**config.mk**
```make
export PLATFORM = sky130hd
export DESIGN_NAME = bcd_addsub_seq_flat
export DESIGN_NICKNAME = d
export VERILOG_FILES = /design/src/rtl/bcd_addsub_seq_if.sv /design/src/rtl/bcd_addsub_seq.sv /design/src/flat_wrapper.sv
export SDC_FILE = /design/constraint.sdc
export NUM_CORES = 1
export LEC_CHECK = 0
export ABC_AREA = 1
export CORE_UTILIZATION = 55
export DETAILED_ROUTE_END_ITERATION = 10
export PLACE_DENSITY = 0.83
export RECOVER_POWER = 100
export SYNTH_ARGS = -nofsm -noshare
export SYNTH_HDL_FRONTEND = slang
export SYNTH_SLANG_ARGS = --single-unit
export TNS_END_PERCENT = 30
```
**constraint.sdc**
```tcl
create_clock -name CLOCK_50 -period 10.5 [get_ports CLOCK_50]
set_input_delay 2.1 -clock CLOCK_50 [delete_from_list [all_inputs] [get_ports CLOCK_50]]
set_output_delay 2.1 -clock CLOCK_50 [all_outputs]
set_load 0.02 [all_outputs]
```
**src/rtl/bcd_addsub_seq_if.sv**
```systemverilog
// bcd_addsub_seq_if: operand, control, status and display signals of the sequential BCD add/sub unit
interface bcd_addsub_seq_if #(parameter int DIGITS = 2);
    logic [4*DIGITS-1:0] op_a, op_b, result;
    logic sub, carry, neg, err, busy, done;
    logic [7*(DIGITS+1)-1:0] hex_out;
    modport master(output op_a, op_b, sub, input result, carry, neg, err, busy, done, hex_out);
    modport slave(input op_a, op_b, sub, output result, carry, neg, err, busy, done, hex_out);
endinterface

```
**src/rtl/bcd_addsub_seq.sv**
```systemverilog
// bcd_addsub_seq: digit-serial BCD adder/subtractor driving DIGITS+1 seven-segment displays
// BCD_SUB_EN enables subtraction and the ten's-complement FIX pass
module bcd_addsub_seq #(parameter int DIGITS = 2) (
    input logic CLOCK_50,
    input logic [3:0] KEY,
    bcd_addsub_seq_if.slave bus
);
    localparam int W = 4*DIGITS;
    localparam int HW = 7*(DIGITS+1);
`ifdef BCD_SUB_EN
    localparam bit SUB_EN = 1'b1;
`else
    localparam bit SUB_EN = 1'b0;
`endif
    typedef enum logic [2:0] {IDLE, LOAD, ADD, FIX, DONE} state_t;
    state_t state, state_nx;
    logic rst_n, start_evt, bad, cout, unused_keys;
    logic [2:0] sync;
    logic [W-1:0] a_r, a_nx, b_r, b_nx, res_r, res_nx;
    logic sub_r, sub_nx, c_r, c_nx, carry_r, carry_nx, neg_r, neg_nx, err_r, err_nx;
    logic busy_r, busy_nx, done_r, done_nx;
    logic [3:0] idx, idx_nx, op_d, bi, dig;
    logic [4:0] s;
    logic [HW-1:0] hex_r;
    assign rst_n = KEY[0];
    assign unused_keys = ^KEY[3:2];
    assign start_evt = sync[2] & ~sync[1];
    function automatic logic [6:0] seg(input logic [3:0] d);
        case (d)
            4'd0: seg = 7'b1000000;
            4'd1: seg = 7'b1111001;
            4'd2: seg = 7'b0100100;
            4'd3: seg = 7'b0110000;
            4'd4: seg = 7'b0011001;
            4'd5: seg = 7'b0010010;
            4'd6: seg = 7'b0000010;
            4'd7: seg = 7'b1111000;
            4'd8: seg = 7'b0000000;
            4'd9: seg = 7'b0010000;
            default: seg = 7'b1111111;
        endcase
    endfunction
    function automatic logic [HW-1:0] hex_f(input logic [W-1:0] r, input logic c, input logic n, input logic e);
        hex_f = '0;
        for (int k = 0; k < DIGITS; k++) hex_f[7*k+:7] = e ? 7'b1111111 : seg(r[4*k+:4]);
        hex_f[7*DIGITS+:7] = e ? 7'b0000110 : n ? 7'b0111111 : c ? 7'b1111001 : 7'b1111111;
    endfunction
    // one shared digit adder: ADD uses a+b (or a+9-b), FIX uses (9-r)+0
    always_comb begin
        bad = 1'b0;
        for (int k = 0; k < DIGITS; k++) bad |= (bus.op_a[4*k+:4] > 4'd9) || (bus.op_b[4*k+:4] > 4'd9);
        op_d = (state == FIX) ? 4'd9 - res_r[3:0] : a_r[3:0];
        bi = (state == FIX) ? 4'd0 : sub_r ? 4'd9 - b_r[3:0] : b_r[3:0];
        s = {1'b0, op_d} + {1'b0, bi} + {4'd0, c_r};
        cout = s > 5'd9;
        dig = cout ? 4'(s - 5'd10) : s[3:0];
    end
    always_comb begin
        state_nx = state;
        a_nx = a_r;
        b_nx = b_r;
        res_nx = res_r;
        sub_nx = sub_r;
        c_nx = c_r;
        idx_nx = idx;
        carry_nx = carry_r;
        neg_nx = neg_r;
        err_nx = err_r;
        busy_nx = busy_r;
        done_nx = done_r;
        if ((state == IDLE || state == DONE) && start_evt) begin
            state_nx = LOAD;
            busy_nx = 1'b1;
            done_nx = 1'b0;
            carry_nx = 1'b0;
            neg_nx = 1'b0;
            err_nx = 1'b0;
        end else if (state == LOAD) begin
            a_nx = bus.op_a;
            b_nx = bus.op_b;
            sub_nx = SUB_EN && bus.sub;
            c_nx = sub_nx;
            idx_nx = 4'd0;
            state_nx = bad ? DONE : ADD;
            res_nx = bad ? '0 : res_r;
            err_nx = bad;
            busy_nx = !bad;
            done_nx = bad;
        end else if (state == ADD) begin
            a_nx = a_r >> 4;
            b_nx = b_r >> 4;
            res_nx = (res_r >> 4) | (W'(dig) << (W-4));
            c_nx = cout;
            idx_nx = idx + 4'd1;
            if (idx == 4'(DIGITS-1)) begin
                idx_nx = 4'd0;
                c_nx = 1'b1;
                carry_nx = !sub_r && cout;
`ifdef BCD_SUB_EN
                neg_nx = sub_r && !cout;
                state_nx = neg_nx ? FIX : DONE;
`else
                state_nx = DONE;
`endif
                done_nx = state_nx == DONE;
                busy_nx = state_nx != DONE;
            end
`ifdef BCD_SUB_EN
        end else if (state == FIX) begin
            res_nx = (res_r >> 4) | (W'(dig) << (W-4));
            c_nx = cout;
            idx_nx = idx + 4'd1;
            if (idx == 4'(DIGITS-1)) begin
                state_nx = DONE;
                busy_nx = 1'b0;
                done_nx = 1'b1;
            end
`endif
        end
    end
    always_ff @(posedge CLOCK_50 or negedge rst_n) begin
        if (!rst_n) begin
            sync <= '1;
            state <= IDLE;
            a_r <= '0;
            b_r <= '0;
            res_r <= '0;
            sub_r <= 1'b0;
            c_r <= 1'b0;
            idx <= 4'd0;
            carry_r <= 1'b0;
            neg_r <= 1'b0;
            err_r <= 1'b0;
            busy_r <= 1'b0;
            done_r <= 1'b0;
            hex_r <= hex_f('0, 1'b0, 1'b0, 1'b0);
        end else begin
            sync <= {sync[1:0], KEY[1]};
            state <= state_nx;
            a_r <= a_nx;
            b_r <= b_nx;
            res_r <= res_nx;
            sub_r <= sub_nx;
            c_r <= c_nx;
            idx <= idx_nx;
            carry_r <= carry_nx;
            neg_r <= neg_nx;
            err_r <= err_nx;
            busy_r <= busy_nx;
            done_r <= done_nx;
            hex_r <= hex_f(res_nx, carry_nx, neg_nx, err_nx);
        end
    end
    assign bus.result = res_r;
    assign bus.carry = carry_r;
    assign bus.neg = neg_r;
    assign bus.err = err_r;
    assign bus.busy = busy_r;
    assign bus.done = done_r;
    assign bus.hex_out = hex_r;
endmodule

```
**src/flat_wrapper.sv**
```systemverilog
// flat-port wrapper written by rule: the top's interface ports become plain ports
module bcd_addsub_seq_flat 
#(parameter int DIGITS = 2)
  (CLOCK_50, KEY, bus_op_a, bus_op_b, bus_sub, bus_result, bus_carry, bus_neg, bus_err, bus_busy, bus_done, bus_hex_out);
  bcd_addsub_seq_if #(.DIGITS(DIGITS)) bus_i ();
  input logic CLOCK_50;
  input logic [3:0] KEY;
  input wire logic [$bits(bus_i.op_a)-1:0] bus_op_a;
  input wire logic [$bits(bus_i.op_b)-1:0] bus_op_b;
  input wire logic [$bits(bus_i.sub)-1:0] bus_sub;
  output wire logic [$bits(bus_i.result)-1:0] bus_result;
  output wire logic [$bits(bus_i.carry)-1:0] bus_carry;
  output wire logic [$bits(bus_i.neg)-1:0] bus_neg;
  output wire logic [$bits(bus_i.err)-1:0] bus_err;
  output wire logic [$bits(bus_i.busy)-1:0] bus_busy;
  output wire logic [$bits(bus_i.done)-1:0] bus_done;
  output wire logic [$bits(bus_i.hex_out)-1:0] bus_hex_out;
  assign bus_i.op_a = bus_op_a;
  assign bus_i.op_b = bus_op_b;
  assign bus_i.sub = bus_sub;
  assign bus_result = bus_i.result;
  assign bus_carry = bus_i.carry;
  assign bus_neg = bus_i.neg;
  assign bus_err = bus_i.err;
  assign bus_busy = bus_i.busy;
  assign bus_done = bus_i.done;
  assign bus_hex_out = bus_i.hex_out;
  bcd_addsub_seq #(.DIGITS(DIGITS)) u_core (.CLOCK_50(CLOCK_50), .KEY(KEY), .bus(bus_i));
endmodule
```
[Word-level counts from Yosys, hierarchy flattened]
Memories as Yosys holds them, arrays and structs flattened.
Index checks and enable logic that the tools add are counted.
Word-level totals
  input bits: 22
  flip-flop bits (word level): 61
  word-level logic and storage cells: 88
  memory bits (read-only): 224
  memories kept: 2
Memory list
  (no name shown): words 16, bits a word 7, read ports 1, clocked after memory_dff 0, write ports 0, line bcd_addsub_seq.sv:29  | case (d)
  (no name shown): words 16, bits a word 7, read ports 1, clocked after memory_dff 0, write ports 0, line bcd_addsub_seq.sv:29
Operators by class
  $lt $le $gt $ge: 5
  multiplexer cells: 42
  reduce and logical (&&, ||, !) cells: 11
  bitwise operators: 5
  equality and inequality tests: 5
  add/subtract/negate cells: 5
Operator list (count)
  $mux W8: 8
  $mux W7: 4
  $mux W4: 6
  $mux W1: 18
  $mux W3: 6
  $gt A4 B4 Y1 const B: 4
  $or A4 B8 Y8: 1
  $eq A3 B2 Y1 const B: 2
  $reduce_bool A3 Y1: 2
  $add A4 B4 Y5: 1
  $add A5 B1 Y5: 1
  $gt A5 B4 Y1 const B: 1
  $add A4 B1 Y4 const B: 1
  $eq A4 B1 Y1 const B: 1
  $reduce_and A2 Y1: 2
  $sub A4 B4 Y4 const A: 1
  $sub A4 B4 Y4 const B: 1
  $eq A3 B1 Y1 const B: 1
  $eq A3 B3 Y1 const B: 1
  $logic_not A3 Y1: 1
  $logic_or A1 B1 Y1: 3
  $not A1 Y1: 2
  $reduce_bool A2 Y1: 1
  $and A1 B1 Y1: 1
  3 further kinds: 3

[Depth between registers and ports, before layout]
  word-level depth: 12
  depth in mapped cells: 28

[Worst setup path after synthesis]
No wires, ideal clock.
  path kind: in2reg
  from: in bus_op_b[2]
  to: reg u_core.hex_r[3], in the netlist u_core.bus.hex_out[3]
  buffers on the path: 0
  data arrival time: 3.682 ns
  slack: 6.692 ns
  stages: 11
  cells stage by stage: o21a_1 -> nor3_2 -> nand2_4 -> nand2_4 -> inv_2 -> a22oi_2 -> inv_1 -> ha_1 -> or2_1 -> nand3_1 -> nand2_1
Between the ends
  cells in the longest elaborated chain, start to end: 8
RTL lines
  start: declaration: line flat_wrapper.sv:9  | input wire logic [$bits(bus_i.op_b)-1:0] bus_op_b;
  $gt A4 B4 Y1: line bcd_addsub_seq.sv:51  | for (int k = 0; k < DIGITS; k++) bad |= (bus.op_a[4*k+:4] > 4'd9) || (bus.op_b[4*k+:4] > 4'd9);
  $logic_or A1 B1 Y1: line bcd_addsub_seq.sv:51
  $or A1 B1 Y1: line bcd_addsub_seq.sv:51
  $mux W8: line bcd_addsub_seq.sv:85  | res_nx = bad ? '0 : res_r;
  $mux W8: line bcd_addsub_seq.sv:78  | end else if (state == LOAD) begin
  $mux W8: line bcd_addsub_seq.sv:71  | if ((state == IDLE || state == DONE) && start_evt) begin
  via u_core.res_nx[0]: line bcd_addsub_seq.sv:19  | logic [W-1:0] a_r, a_nx, b_r, b_nx, res_r, res_nx;
  $mem_v2 Z16 W7
  $mux W7: line bcd_addsub_seq.sv:45  | for (int k = 0; k < DIGITS; k++) hex_f[7*k+:7] = e ? 7'b1111111 : seg(r[4*k+:4]);
  end signal: assignment: line bcd_addsub_seq.sv:136  | hex_r <= hex_f('0, 1'b0, 1'b0, 1'b0);
  end signal: assignment: line bcd_addsub_seq.sv:151  | hex_r <= hex_f(res_nx, carry_nx, neg_nx, err_nx);
  end: declaration: line bcd_addsub_seq.sv:24  | logic [HW-1:0] hex_r;
The timed path passes the listed nets, and every way through them passes these cells.
A chain may end at the register's enable or synchronous reset.

[Final worst setup path]
  from: in bus_op_b[6]
  to: reg u_core.hex_r[3], in the netlist u_core.bus.hex_out[3]
The elaborated chain is that of the path after synthesis.

==> results <==
- The synthesis-to-layout area growth is 18.0%.
- The flow ran to the end, but the final reports show violations.
- The critical path contains buffers and inverters numbering 3 combined.
- The final number of hold-violating endpoints is 0.
- The library cells used most frequently in the layout, excluding fill and tap cells, are 91 x sky130_fd_sc_hd__nand2_1, 48 x sky130_fd_sc_hd__dfrtp_1, 44 x sky130_fd_sc_hd__inv_1.
- Buffers placed on the I/O ports in this run total 52.
- The number of nets still failing antenna checks after routing is 0.
- The clock-pin transition on the worst setup and hold timing paths is 100 ps.
- After synthesis the cells add up to 3070 sq um.
- The critical path goes through dlygate4sd3_1, o21ai_0, nand2_1, nor3_1, nand2_4, nand2_1, inv_1, a22oi_1, inv_1, ha_1, or2_0, nand3_1, nand2_1.
- On the critical path the largest part of the delay comes from simple AND/OR/NAND/NOR gates.
- The checks that failed: capacitance limit, slew limit.
- The sum of routed wire length over all layers is 6.13 mm.
- The H-tree depth is 2.
- The predominant post-synthesis flop cell is sky130_fd_sc_hd__dfrtp_1.
- The average detailed-routed wire length per instance is 13.0 um.
- The last element of the critical path is u_core.bus.hex_out[3].
- The first global-routing pass estimated 10.8 mm of wire.
- The post-CTS setup-driven buffer insertion count is 0.
- The worst max-slew margin expressed relative to the limit is -92.3%.
- The worst-case register-to-register setup slack is 6470 ps.
- Once routing completed, OpenROAD measured the worst setup slack at 5830 ps.
- For this run, the top clock speed supported by timing is 214 MHz.
- The floorplan die area is 5880 sq um.
- No sink is reached through more buffers than the 2 on the longest clock path.
- The post-CTS resize count is 0.
- For this configuration, the core starts out at a cell density of 58.6%.
- Row generation in the floorplan step produced 26 rows.
- The number of clock sinks seen by CTS is 56.
- The worst setup path is of the input port to register kind.
- The cell internal power dissipation is 581 uW.
- The analysis attributes to cell leakage a power of 1.81 nW.
- Counting buffers and inverters, the worst setup path is 13 cells deep.
- The TritonCTS clock tree is built.
- After technology mapping, the gate count stands at 350.
- The clock network fraction of design power is 11.2%.
- Dividing the synthesized area by the synthesized cell count gives 8.77 sq um.
- The number of clock buffers added by TritonCTS is 5.
- The overall global routing resource usage is 23.2%.
- Of the total power, combinational logic draws 57.5%.
- At the worst endpoint, the required time is 10700 ps.
- Summing all placed instances gives a cell area of 3620 sq um.
- For the final routed database, the setup TNS stands at 0 ps.
- The max-slew violation total from the final report is 57.
- STA classifies the critical path endpoint as a register.
- The initial antenna violation count is 0.
- After detailed routing, the number of remaining DRC violations is 0.
- The largest single stage delay on the critical path is 540 ps.
- The number of diodes added for antenna fixing is 0.
- The residual overflow from global routing is 0.
- For this design, the CTS-stage hold fixing added 0 buffers.
- Across all layers, the routed design uses 2418 vias.
- Registers are responsible for 31.3% of the overall power.
- The source of the critical timing path is bus_op_b[6].
- Of the cells placed in the final design, the portion with a size suffix greater than 1 is 9.98%.
- The worst hold path belongs to the class register to register.
- After layout, the worst path uses 44.5% of the clock period.
- Max-cap violations in this run came to 1.
- Counting flops with an async set or reset pin after synthesis yields a share of 100%.
- For the worst-skew pair, the clock arrives at the later sink with an insertion delay of 310 ps.
- The number of different library cells used by synthesis comes to 43.
- The smallest clock period supported by the final layout is computed as 4670 ps.
- Summed over all nets, the switching power comes to 499 uW.
- The library cell used as clock root buffer is sky130_fd_sc_hd__clkbuf_8.
- During synthesis, Yosys emitted a total of 0 warnings.
- The worst setup path is launched from an input port.
- The number of global-route vias before repair was 2413.
- In this run switching power makes up 46.2% of total power.
- From bottom edge to top edge, the die measures 76.7 um.
- Setup violations remaining at the end of the flow were counted as 0.
- For the pin with the worst max-slew slack, the measured transition is 2890 ps.
- On the final layout, the worst clock skew is 10.3 ps.
- Yosys mapped a number of flops with a built-in enable equal to 0.
- The final-layout fill cell count is 411.
- The dominant cell type by count on the critical path is sky130_fd_sc_hd__nand2_1.
- The launch point of the worst reg-to-reg path is u_core.bus.done.
- Setup repair after global routing left no endpoint under its margin.
- The reg-to-reg endpoint is u_core.bus.hex_out[10].
- The number of DRC markers in iteration 0 is 152.
- In this run, synthesis produced a sequential element count of 56.
- The worst-case IR drop observed on VDD is 0.160 mV.
- The vias per cell is 5.13.
- OpenSTA, run right after detailed placement, puts the worst setup slack at 5990 ps.
- The final design instance area without fill is 3620 sq um.
- STA puts the critical path data arrival time at 4880 ps.
- The routability congestion estimate is 0.879.
- The maximum fanout count along the critical path is 5.
- The core region is 5240 sq um.
- The proportion of synthesized chip area in sequential cells is 46.0%.
- For this run, the detailed router's first-pass iteration total came to 5.
- The cell type of the slowest stage on the worst timing path is sky130_fd_sc_hd__dlygate4sd3_1.
- The total nets after synthesis is 391.
- The most frequent standard cell in the layout excluding fill and tap cells is sky130_fd_sc_hd__nand2_1.
- Entering global routing, the biggest net connects 57 pins.
- The power density over the cells is 298 nW/um^2.
- For this design the top-level I/O count stands at 56.
- The number of nets in the layout is 441.
- The number of cells on the worst reg-to-reg path is 23.
- The overall die width is 76.7 um.
- The half-perimeter wire length after detailed placement is 4.56 mm.
[cell type report]
cell class	instances	area, sq um	area share, %
well taps	70	87.6	2.42
clock buffers	7	86.3	2.38
repair buffers	53	519	14.3
clock inverters	1	7.51	0.207
flip-flops and latches	56	1410	39.0
multi-input cells	229	1300	35.9
inverters	55	209	5.77
[power by group through the flow]
stage	logic (mW)	clock network, mW	registers [mW]
3_3_place_gp	0.637	0	0.344
5_1_grt	0.701	0.131	0.348
2_1_floorplan	0.423	0	0.394
3_5_place_dp	0.656	0	0.347
6_report	0.621	0.121	0.338
4_1_cts	0.664	0.122	0.342
[metrics by stage]
step / hold WS (ps) / power [mW] / instances / util (%)
after detailed placement: 353 / 1.00 / 463 / 69.1
after CTS: 367 / 1.13 / 471 / 70.9
final: 363 / 1.08 / 471 / 69.1
after global routing: 367 / 1.18 / 471 / 69.1
after global placement: 347 / 0.981 / 463 / 69.1
after floorplan: 345 / 0.817 / 350 / -
[cells in the mapped netlist (all sizes together), types with 2 or more instances]
cell type / n / area (sq um)
nand2: 98 / 430
inv: 55 / 209
dfrtp: 48 / 1200
o21ai: 42 / 229
nand3: 19 / 100
nor2: 18 / 88.8
ha: 17 / 213
a21oi: 9 / 71.3
dfstp: 8 / 210
buf: 6 / 46.3
clkbuf: 4 / 15.0
o211ai: 3 / 22.5
o21a: 3 / 22.5
o22ai: 3 / 32.5
a22oi: 2 / 25.0
fa: 2 / 40.0
nor3: 2 / 20.0
[state kept, by name, indices dropped and copies added (netlist names)]
register / flops
u_core.bus.busy: 1
u_core.bus.err: 1
u_core.c_r: 1
u_core.a_r: 8
u_core.sync: 3
u_core.idx: 4
u_core.b_r: 8
u_core.bus.hex_out: 17
u_core.state: 2
u_core.bus.carry: 1
u_core.bus.result: 8
u_core.bus.done: 1
u_core.bus.neg: 1
[worst reg2reg max path: cells and delay by family, from the launching register on]
| kind | cells | cell delay (ps) |
|---|---|---|
| AOI/OAI and AO/OA | 2 | 330 |
| adders and majority gates | 4 | 1290 |
| buffers and inverters | 5 | 630 |
| DFF | 1 | 430 |
| and+or+nand+nor | 12 | 1300 |
[cell families after synthesis]
logic type	after synthesis	synth area share, %
AO/OA/AOI/OAI	67	14.8
flip-flops	56	46.0
buffers and inverters	65	8.81
adder cells (fa/ha/maj)	19	8.23
AND/OR/NAND/NOR	142	21.9
XOR/XNOR	1	0.285
[layer usage]
layer	vias up	share of wire (%)	track usage (%)
met4	0	1.6	8.65
li1	1221	-	-
met2	44	49	38.2
met1	1142	47	30.4
met3	11	3.0	4.40
met5	-	0	0
[how the worst min path moves through the flow]
| stage | startpoint | to | slack (ps) | depth (start not counted) |
|---|---|---|---|---|
| after floorplan | u_core.sync[0] | u_core.sync[1] | 350 | 0 |
| after global placement | u_core.sync[0] | u_core.sync[1] | 350 | 0 |
| after detailed placement | u_core.sync[0] | u_core.sync[1] | 350 | 0 |
| after CTS | u_core.sync[0] | u_core.sync[1] | 370 | 0 |
| after global routing | u_core.sync[0] | u_core.sync[1] | 370 | 0 |
| final | u_core.sync[0] | u_core.sync[1] | 360 | 0 |
(Power assumes the default switching activity.)
